--- src/rtl/svnet_fifo_arbiter_if.sv ---
// Connects the burst arbiter to its upstream sources and to the write side of the shared downstream FIFO.
// The master modport is the arbiter's view. The slave modport is the environment's view.
interface svnet_fifo_arbiter_if #(
    parameter int WIDTH     = 1,
    parameter int PORTS     = 2,
    parameter int OUT_DEPTH = 1
);
    localparam int FSW = $clog2(OUT_DEPTH) + 1;

    logic [PORTS-1:0]       in_valid;
    logic [PORTS*WIDTH-1:0] in_data;
    logic [PORTS-1:0]       in_read;
    logic [FSW-1:0]         out_free_space;
    logic                   out_write;
    logic [WIDTH-1:0]       out_write_data;

    modport master (
        input  in_valid,
        input  in_data,
        input  out_free_space,
        output in_read,
        output out_write,
        output out_write_data
    );

    modport slave (
        output in_valid,
        output in_data,
        output out_free_space,
        input  in_read,
        input  out_write,
        input  out_write_data
    );
endinterface

--- src/rtl/svnet_fifo_arbiter.sv ---
// Round-robin burst scheduler. It grants one upstream source at a time and moves up to BURST
// words per tenure into a shared downstream FIFO, gated by the FIFO's free space.
module svnet_fifo_arbiter #(
    parameter int WIDTH     = 1,
    parameter int PORTS     = 2,
    parameter int BURST     = 1,
    parameter int OUT_DEPTH = 1,
    localparam int OW       = (PORTS > 1) ? $clog2(PORTS) : 1
) (
    input  logic                 clk,
    input  logic                 rst_n,
    svnet_fifo_arbiter_if.master bus,
    output logic                 busy,
    output logic [OW-1:0]        owner
);
    localparam int CW  = (BURST > 1) ? $clog2(BURST) : 1;
    localparam int FSW = $clog2(OUT_DEPTH) + 1;

    localparam logic [0:0]    ST_IDLE  = 1'b0;
    localparam logic [0:0]    ST_BUSY  = 1'b1;
    localparam logic [CW-1:0] CNT_LAST = CW'(BURST - 1);

    logic [0:0]       state_q, state_d;
    logic [OW-1:0]    owner_q, owner_d;
    logic [OW-1:0]    ptr_q, ptr_d;
    logic [CW-1:0]    cnt_q, cnt_d;

    logic             found_s;
    logic [OW-1:0]    pick_s;
    logic             own_valid_s;
    logic             xfer_s;
    logic [FSW-1:0]   free_s;
    logic [PORTS-1:0] in_read_s;
    logic [WIDTH-1:0] word_s [PORTS];

    // Adds an offset to a port index, wrapping modulo PORTS. The offset is at most PORTS-1.
    function automatic logic [OW-1:0] wrap_add(input logic [OW-1:0] base, input int off);
        int sum;
        sum = int'(base) + off;
        if (sum >= PORTS) begin
            sum = sum - PORTS;
        end else begin
            sum = sum;
        end
        return sum[OW-1:0];
    endfunction

    assign free_s      = bus.out_free_space;
    assign own_valid_s = bus.in_valid[owner_q];
    assign xfer_s      = (state_q == ST_BUSY) && own_valid_s && (free_s != '0);

    // Split the packed source bus into per-port words.
    always_comb begin
        for (int p = 0; p < PORTS; p++) begin
            word_s[p] = bus.in_data[p*WIDTH +: WIDTH];
        end
    end

    // Round-robin search from ptr. Scanning from the far end lets the nearest valid source win.
    always_comb begin
        found_s = 1'b0;
        pick_s  = '0;
        for (int k = PORTS - 1; k >= 0; k--) begin
            found_s = found_s | bus.in_valid[wrap_add(ptr_q, k)];
            pick_s  = bus.in_valid[wrap_add(ptr_q, k)] ? wrap_add(ptr_q, k) : pick_s;
        end
    end

    // Tenure control: grant in IDLE, count words and release in BUSY.
    always_comb begin
        state_d = state_q;
        owner_d = owner_q;
        ptr_d   = ptr_q;
        cnt_d   = cnt_q;
        case (state_q)
            ST_IDLE: begin
                if (found_s) begin
                    state_d = ST_BUSY;
                    owner_d = pick_s;
                    cnt_d   = '0;
                end else begin
                    state_d = ST_IDLE;
                end
            end
            ST_BUSY: begin
                // A source that runs dry gives up the port at once, even mid-burst.
                if (!own_valid_s || (xfer_s && (cnt_q == CNT_LAST))) begin
                    state_d = ST_IDLE;
                    ptr_d   = wrap_add(owner_q, 1);
                    cnt_d   = '0;
                end else if (xfer_s) begin
                    cnt_d = cnt_q + CW'(1);
                end else begin
                    cnt_d = cnt_q;
                end
            end
            default: begin
                state_d = ST_IDLE;
                cnt_d   = '0;
            end
        endcase
    end

    // Pop strobe goes only to the owner, and only while a word actually moves.
    always_comb begin
        in_read_s = '0;
        for (int p = 0; p < PORTS; p++) begin
            in_read_s[p] = xfer_s && (owner_q == OW'(p));
        end
    end

    assign bus.in_read        = in_read_s;
    assign bus.out_write      = xfer_s;
    assign bus.out_write_data = word_s[owner_q];
    assign busy               = (state_q == ST_BUSY);
    assign owner              = owner_q;

    // State registers. An asynchronous reset aborts any tenure in progress.
    always_ff @(posedge clk or negedge rst_n) begin
        if (!rst_n) begin
            state_q <= ST_IDLE;
            owner_q <= '0;
            ptr_q   <= '0;
            cnt_q   <= '0;
        end else begin
            state_q <= state_d;
            owner_q <= owner_d;
            ptr_q   <= ptr_d;
            cnt_q   <= cnt_d;
        end
    end

    svnet_fifo_arbiter_chk #(
        .PORTS (PORTS),
        .FSW   (FSW)
    ) u_chk (
        .clk            (clk),
        .rst_n          (rst_n),
        .in_valid       (bus.in_valid),
        .in_read        (in_read_s),
        .out_free_space (free_s),
        .out_write      (xfer_s)
    );
endmodule

// Handshake invariants of the arbiter.
module svnet_fifo_arbiter_chk #(
    parameter int PORTS = 2,
    parameter int FSW   = 1
) (
    input logic             clk,
    input logic             rst_n,
    input logic [PORTS-1:0] in_valid,
    input logic [PORTS-1:0] in_read,
    input logic [FSW-1:0]   out_free_space,
    input logic             out_write
);
    a_write_needs_space: assert property (@(posedge clk) disable iff (!rst_n)
        out_write |-> (out_free_space != '0));
    a_read_needs_valid: assert property (@(posedge clk) disable iff (!rst_n)
        ((in_read & ~in_valid) == '0));
    a_read_onehot0: assert property (@(posedge clk) disable iff (!rst_n)
        $onehot0(in_read));
    a_write_matches_read: assert property (@(posedge clk) disable iff (!rst_n)
        (out_write == (|in_read)));
endmodule

--- src/flat_wrapper.sv ---
// flat-port wrapper written by rule: the top's interface ports become plain ports
module svnet_fifo_arbiter_flat 
#(
    parameter int WIDTH     = 1,
    parameter int PORTS     = 2,
    parameter int BURST     = 1,
    parameter int OUT_DEPTH = 1,
    localparam int OW       = (PORTS > 1) ? $clog2(PORTS) : 1
)
  (clk, rst_n, busy, owner, bus_in_valid, bus_in_data, bus_out_free_space, bus_in_read, bus_out_write, bus_out_write_data);
  svnet_fifo_arbiter_if #(.WIDTH(WIDTH), .PORTS(PORTS), .OUT_DEPTH(OUT_DEPTH)) bus_i ();
  input  logic clk;
  input  logic rst_n;
  output logic busy;
  output logic [OW-1:0] owner;
  input wire logic [$bits(bus_i.in_valid)-1:0] bus_in_valid;
  input wire logic [$bits(bus_i.in_data)-1:0] bus_in_data;
  input wire logic [$bits(bus_i.out_free_space)-1:0] bus_out_free_space;
  output wire logic [$bits(bus_i.in_read)-1:0] bus_in_read;
  output wire logic [$bits(bus_i.out_write)-1:0] bus_out_write;
  output wire logic [$bits(bus_i.out_write_data)-1:0] bus_out_write_data;
  assign bus_i.in_valid = bus_in_valid;
  assign bus_i.in_data = bus_in_data;
  assign bus_i.out_free_space = bus_out_free_space;
  assign bus_in_read = bus_i.in_read;
  assign bus_out_write = bus_i.out_write;
  assign bus_out_write_data = bus_i.out_write_data;
  svnet_fifo_arbiter #(.WIDTH(WIDTH), .PORTS(PORTS), .BURST(BURST), .OUT_DEPTH(OUT_DEPTH)) u_core (.clk(clk), .rst_n(rst_n), .bus(bus_i), .busy(busy), .owner(owner));
endmodule
--- config.mk ---
export PLATFORM = sky130hd
export DESIGN_NAME = svnet_fifo_arbiter_flat
export DESIGN_NICKNAME = d
export VERILOG_FILES = /design/src/rtl/svnet_fifo_arbiter_if.sv /design/src/rtl/svnet_fifo_arbiter.sv /design/src/flat_wrapper.sv
export SDC_FILE = /design/constraint.sdc
export NUM_CORES = 1
export LEC_CHECK = 0
export CAP_MARGIN = 5
export CORE_AREA = 2 2 39 41
export CTS_CLUSTER_DIAMETER = 40
export DETAILED_ROUTE_END_ITERATION = 16
export DIE_AREA = 0 0 41 43
export PLACE_DENSITY = 0.41
export SKIP_CTS_REPAIR_TIMING = 1
export SLEW_MARGIN = 20
export SYNTH_ARGS = -nofsm -noshare
export SYNTH_HDL_FRONTEND = slang
export SYNTH_SLANG_ARGS = --single-unit
--- constraint.sdc ---
create_clock -name clk -period 1.3 [get_ports clk]
set_input_delay 0.195 -clock clk [delete_from_list [all_inputs] [get_ports clk]]
set_output_delay 0.195 -clock clk [all_outputs]
set_load 0.02 [all_outputs]
Yosys cells after proc, flatten, opt, wreduce, memory -nomap -nowiden
Index checks and enable logic that the tools add are counted.
- memories kept: 0
- bits in registers: 4
- bits in read-only memories: 0
- logic and storage cells: 55
- memory bits (writable): 0
- bits in latches: 0
- output and inout port bits: 6
- input bits: 7
- divide/modulo/power cells: 0
- multiplexer cells: 21
- reductions and logical operators: 10
- shifts and indexed selects: 0
- bitwise logic cells: 5
- $lt $le $gt $ge: 7
- multiply operators: 0
- $add $sub $neg: 6
- eq/ne operators: 2
- operators by type and width (operator ; number):
    two-way mux 1 bit ; 19
    greater-or-equal comparator 2 bit (second input constant) ; 3
    less-than comparator 1 x 2 -> 1 bit (second input constant) ; 3
    AND reduction 2 bit ; 3
    logical AND 1 bit ; 5
    adder 1 x 1 -> 2 bit (second input constant) ; 2
    case mux 1 bit (2 select lines) ; 2
    != test 3 bit (second input constant) ; 1
    inverter 1 bit ; 3
    subtractor 1 bit (second input constant) ; 3
    greater-or-equal comparator 1 x 2 -> 1 bit (second input constant) ; 1
    != test 2 x 1 -> 1 bit (second input constant) ; 1
    inverter 1 -> 2 bit ; 1
    adder 1 bit (second input constant) ; 1
    zero test 1 bit ; 1
    logical OR 1 bit ; 1
    bitwise OR 1 bit ; 1

Longest topological paths before layout
- depth after elaboration: 8
- gate-level depth with buffers: 4
- gate-level depth less buffers: 3

Least setup slack after synthesis
No wires, ideal clock.
- kind: register to output
- start: register u_core.state_q (netlist: u_core.busy)
- end: output port bus_in_read[0]
- cell stages (with the launch flop): 3
- path slack: -0.089 ns
- buffers on the path: 0
- arrival: 1.194 ns
- cell sequence: dfrtp_1 nand2_1 nor3b_1
- word-level cells in the longest chain between the ends: 3
- ends and longest elaborated chain (what ; RTL line ; RTL):
    from (decl) ; svnet_fifo_arbiter.sv:23 ; logic [0:0] state_q, state_d;
    from (signal assigned) ; svnet_fifo_arbiter.sv:126 ; state_q <= state_d;
    logical AND 1 bit (2 in a row) ; svnet_fifo_arbiter.sv:50 ; assign xfer_s = (state_q == ST_BUSY) && own_valid_s && (free_s != '0);
    logical AND 1 bit ; svnet_fifo_arbiter.sv:108 ; in_read_s[p] = xfer_s && (owner_q == OW'(p));
    to (decl) ; flat_wrapper.sv:19 ; output wire logic [$bits(bus_i.in_read)-1:0] bus_in_read;
No other way between the ends.

Worst setup path in the final report
- start: register u_core.owner_q (netlist: u_core.owner)
- end: output port bus_out_write
- word-level cells in the longest chain between the ends: 4
- ends and longest elaborated chain (what ; RTL line ; RTL):
    from (decl) ; svnet_fifo_arbiter.sv:24 ; logic [OW-1:0] owner_q, owner_d;
    from (signal assigned) ; svnet_fifo_arbiter.sv:127 ; owner_q <= owner_d;
    two-way mux 1 bit (not written as such) (2 in a row) ; svnet_fifo_arbiter.sv:49 ; assign own_valid_s = bus.in_valid[owner_q];
    logical AND 1 bit (2 in a row) ; svnet_fifo_arbiter.sv:50 ;
    to (decl) ; flat_wrapper.sv:20 ; output wire logic [$bits(bus_i.out_write)-1:0] bus_out_write;
No other way between the ends. The select of a mux whose other input is x is not followed.

==> results.cfg <==
[clocking]
insertion_delay_ns = 0.23
h-tree-depth = 1
path_clk_slew_ns = 0.04
clockBufferDepth = 2
clock_sink_count = 4
cts_root_buf = clkbuf_4
cts_tree = yes
cts_buffers = 3

[power]
cellPowerDensity_nw_per_um2 = 1630
leakage_nw = 0.228
total_power_mw = 0.757
ir_drop_uv = 536

[timing]
setup_slack_ns = -0.00598
tightest_slew_ns = 0.223
max-slew-margin-rel = 0.851
hold_viol = 0
finalSetupTns_ns = -0.00844
rsz0062_at_grt = yes
min_period_over_period = 1.00
min_period_ns = 1.31
fin_worst_skew_ns = 0.00234
drv_slew = 0
setup_violations = 2
max_freq_mhz = 766

[grt]
antenna_found_initial = 0
grt_pass1_wl_um = 1020
first_global_vias = 258
grt_start_max_net_pins = 7
grt-ovfl-total = 0
grt_use_met2 = 0.134
grtUsageMet3 = 0.0314
use_met1 = 0.0948
grt_usage = 0.0908
top_usage_layer = met2

[logic_synthesis]
syn-cell-area_sq_um = 250
synth.distinct_cells = 17
synth.largest_area_cell = dfrtp_1
synth_seq_area_share = 0.400
synth_fp_nets = 36
synth_top_area_frac = 0.400
synth_warnings = 0
synth_area_leaders = dfrtp_1 (40%), a21oi_1 (8.0%), nand2b_1 (5.0%)
synth_area_per_cell_sq_um = 8.63
ys_ff_latch = 4
netlist_instances = 29

[final_layout]
nNetsFinal = 58
final_common_cell = buf_4
finish.utilization = 0.336
drive_gt1_frac = 0.388
diodes = 0
final_cells = 65
area_growth_pct = 86.0
nFillCells = 153
most-common-layout-cells = buf_4 (8), clkdlybuf4s50_1 (6), a21oi_1 (4), clkbuf_4 (3), dfrtp_1 (3)

[setup_path]
critPathLaunchType = flop
cp.required_ns = 1.11
critPathKind = flop to output port
cp_max_fo = 4
arrival_ns = 1.11
end_kind = output port

[floorplan]
rows = 14
die_x_um = 41
die_area_sq_um = 1760
io_pins = 13
start_util = 0.181
die_h_um = 43
coreArea_sq_um = 1380

[drt]
antenna_left = 0
viasPerCell = 4.29
dr_total_vias = 279
drc = 0
wl_um = 659
drtPass1Iterations = 3
wire_per_inst_um = 10.1
drt_iter0_drc = 2

[place]
gp_congestion = 0.706
dp_cells = 61
hpwl_um = 534
numPortBuffers = 12

[run_status]
outcome = finished, violations left
violations = negative setup slack

[run]
cap_violations = 0

[min_path]
hp-class = primary input to asynchronous set/reset pin
path summary, 6_finish.rpt:
check,startpoint,to,slack [ns],depth (start not counted)
setup / recovery,u_core.owner$_DFFE_PN0P_,bus_out_write,-0.006,3
hold / removal,rst_n,u_core.busy$_DFF_PN0_,0.16,1
setup reg to reg,u_core.owner$_DFFE_PN0P_,u_core.ptr_q$_DFFE_PN0P_,0.19,4
hold reg to reg,u_core.cnt_q$_DFFE_PN0P_,u_core.cnt_q$_DFFE_PN0P_,0.48,1
max in group asynchronous,rst_n,u_core.owner$_DFFE_PN0P_,0.95,1
min in group clk,u_core.cnt_q$_DFFE_PN0P_,u_core.cnt_q$_DFFE_PN0P_,0.48,1
routing by layer:
metal / routed length, um / up-vias
met5: 0 / -
met4: 0 / 0
met3: 42 / 0
met2: 362 / 7
met1: 253 / 131
li1: - / 141
worst max-delay path, cell delays in order (launching register included):
cell     delay, ns
dfrtp_2       0.41
mux2i_2       0.25
nor2_1        0.07
buf_2         0.16
layout make-up:
class | instances | area (sq um) | area share
sequential | 4 | 101 | 0.218
tap | 16 | 20.0 | 0.0430
clock buffer | 3 | 22.5 | 0.0484
multi-input combinational | 21 | 141 | 0.304
timing repair buffer | 19 | 173 | 0.371
inverter | 2 | 7.51 | 0.0161
where the power goes:
group	switching, mW	internal [mW]
registers	0.0396	0.165
clock network	0.0461	0.103
logic	0.178	0.225
flip-flops by register name, summed over array words and instances, names as in the netlist:
name and flops:
u_core.busy 1, u_core.cnt_q 1, u_core.owner 1, u_core.ptr_q 1
Yosys cell counts (all sizes together):
cell    number
nor2         2
nand2        3
o21ai        1
nor3         2
clkbuf       1
nor3b        1
mux2i        1
a311o        1
inv          2
mux2         1
dfrtp        4
a21boi       1
a21oi        4
a31oi        1
buf          1
nand2b       2
o21a         1
stage by stage:
step	setup WS (ns)	instance area [sq um]	hold WS (ns)
after global placement	-0.439	424	0.406
after detailed placement	-0.462	424	0.412
final	-0.00598	465	0.164
after global routing	-0.0701	465	0.157
after floorplan	0.0704	255	-0.101
after CTS	-0.477	447	0.160
kinds of logic after synthesis:
logic type      after synthesis  share of synthesized area
simple gates                 10                      0.195
compound gates                9                      0.225
flops                         4                      0.400
buf+inv                       4                     0.0950
mux                           2                     0.0850
Power figures use the tool's default switching activity.
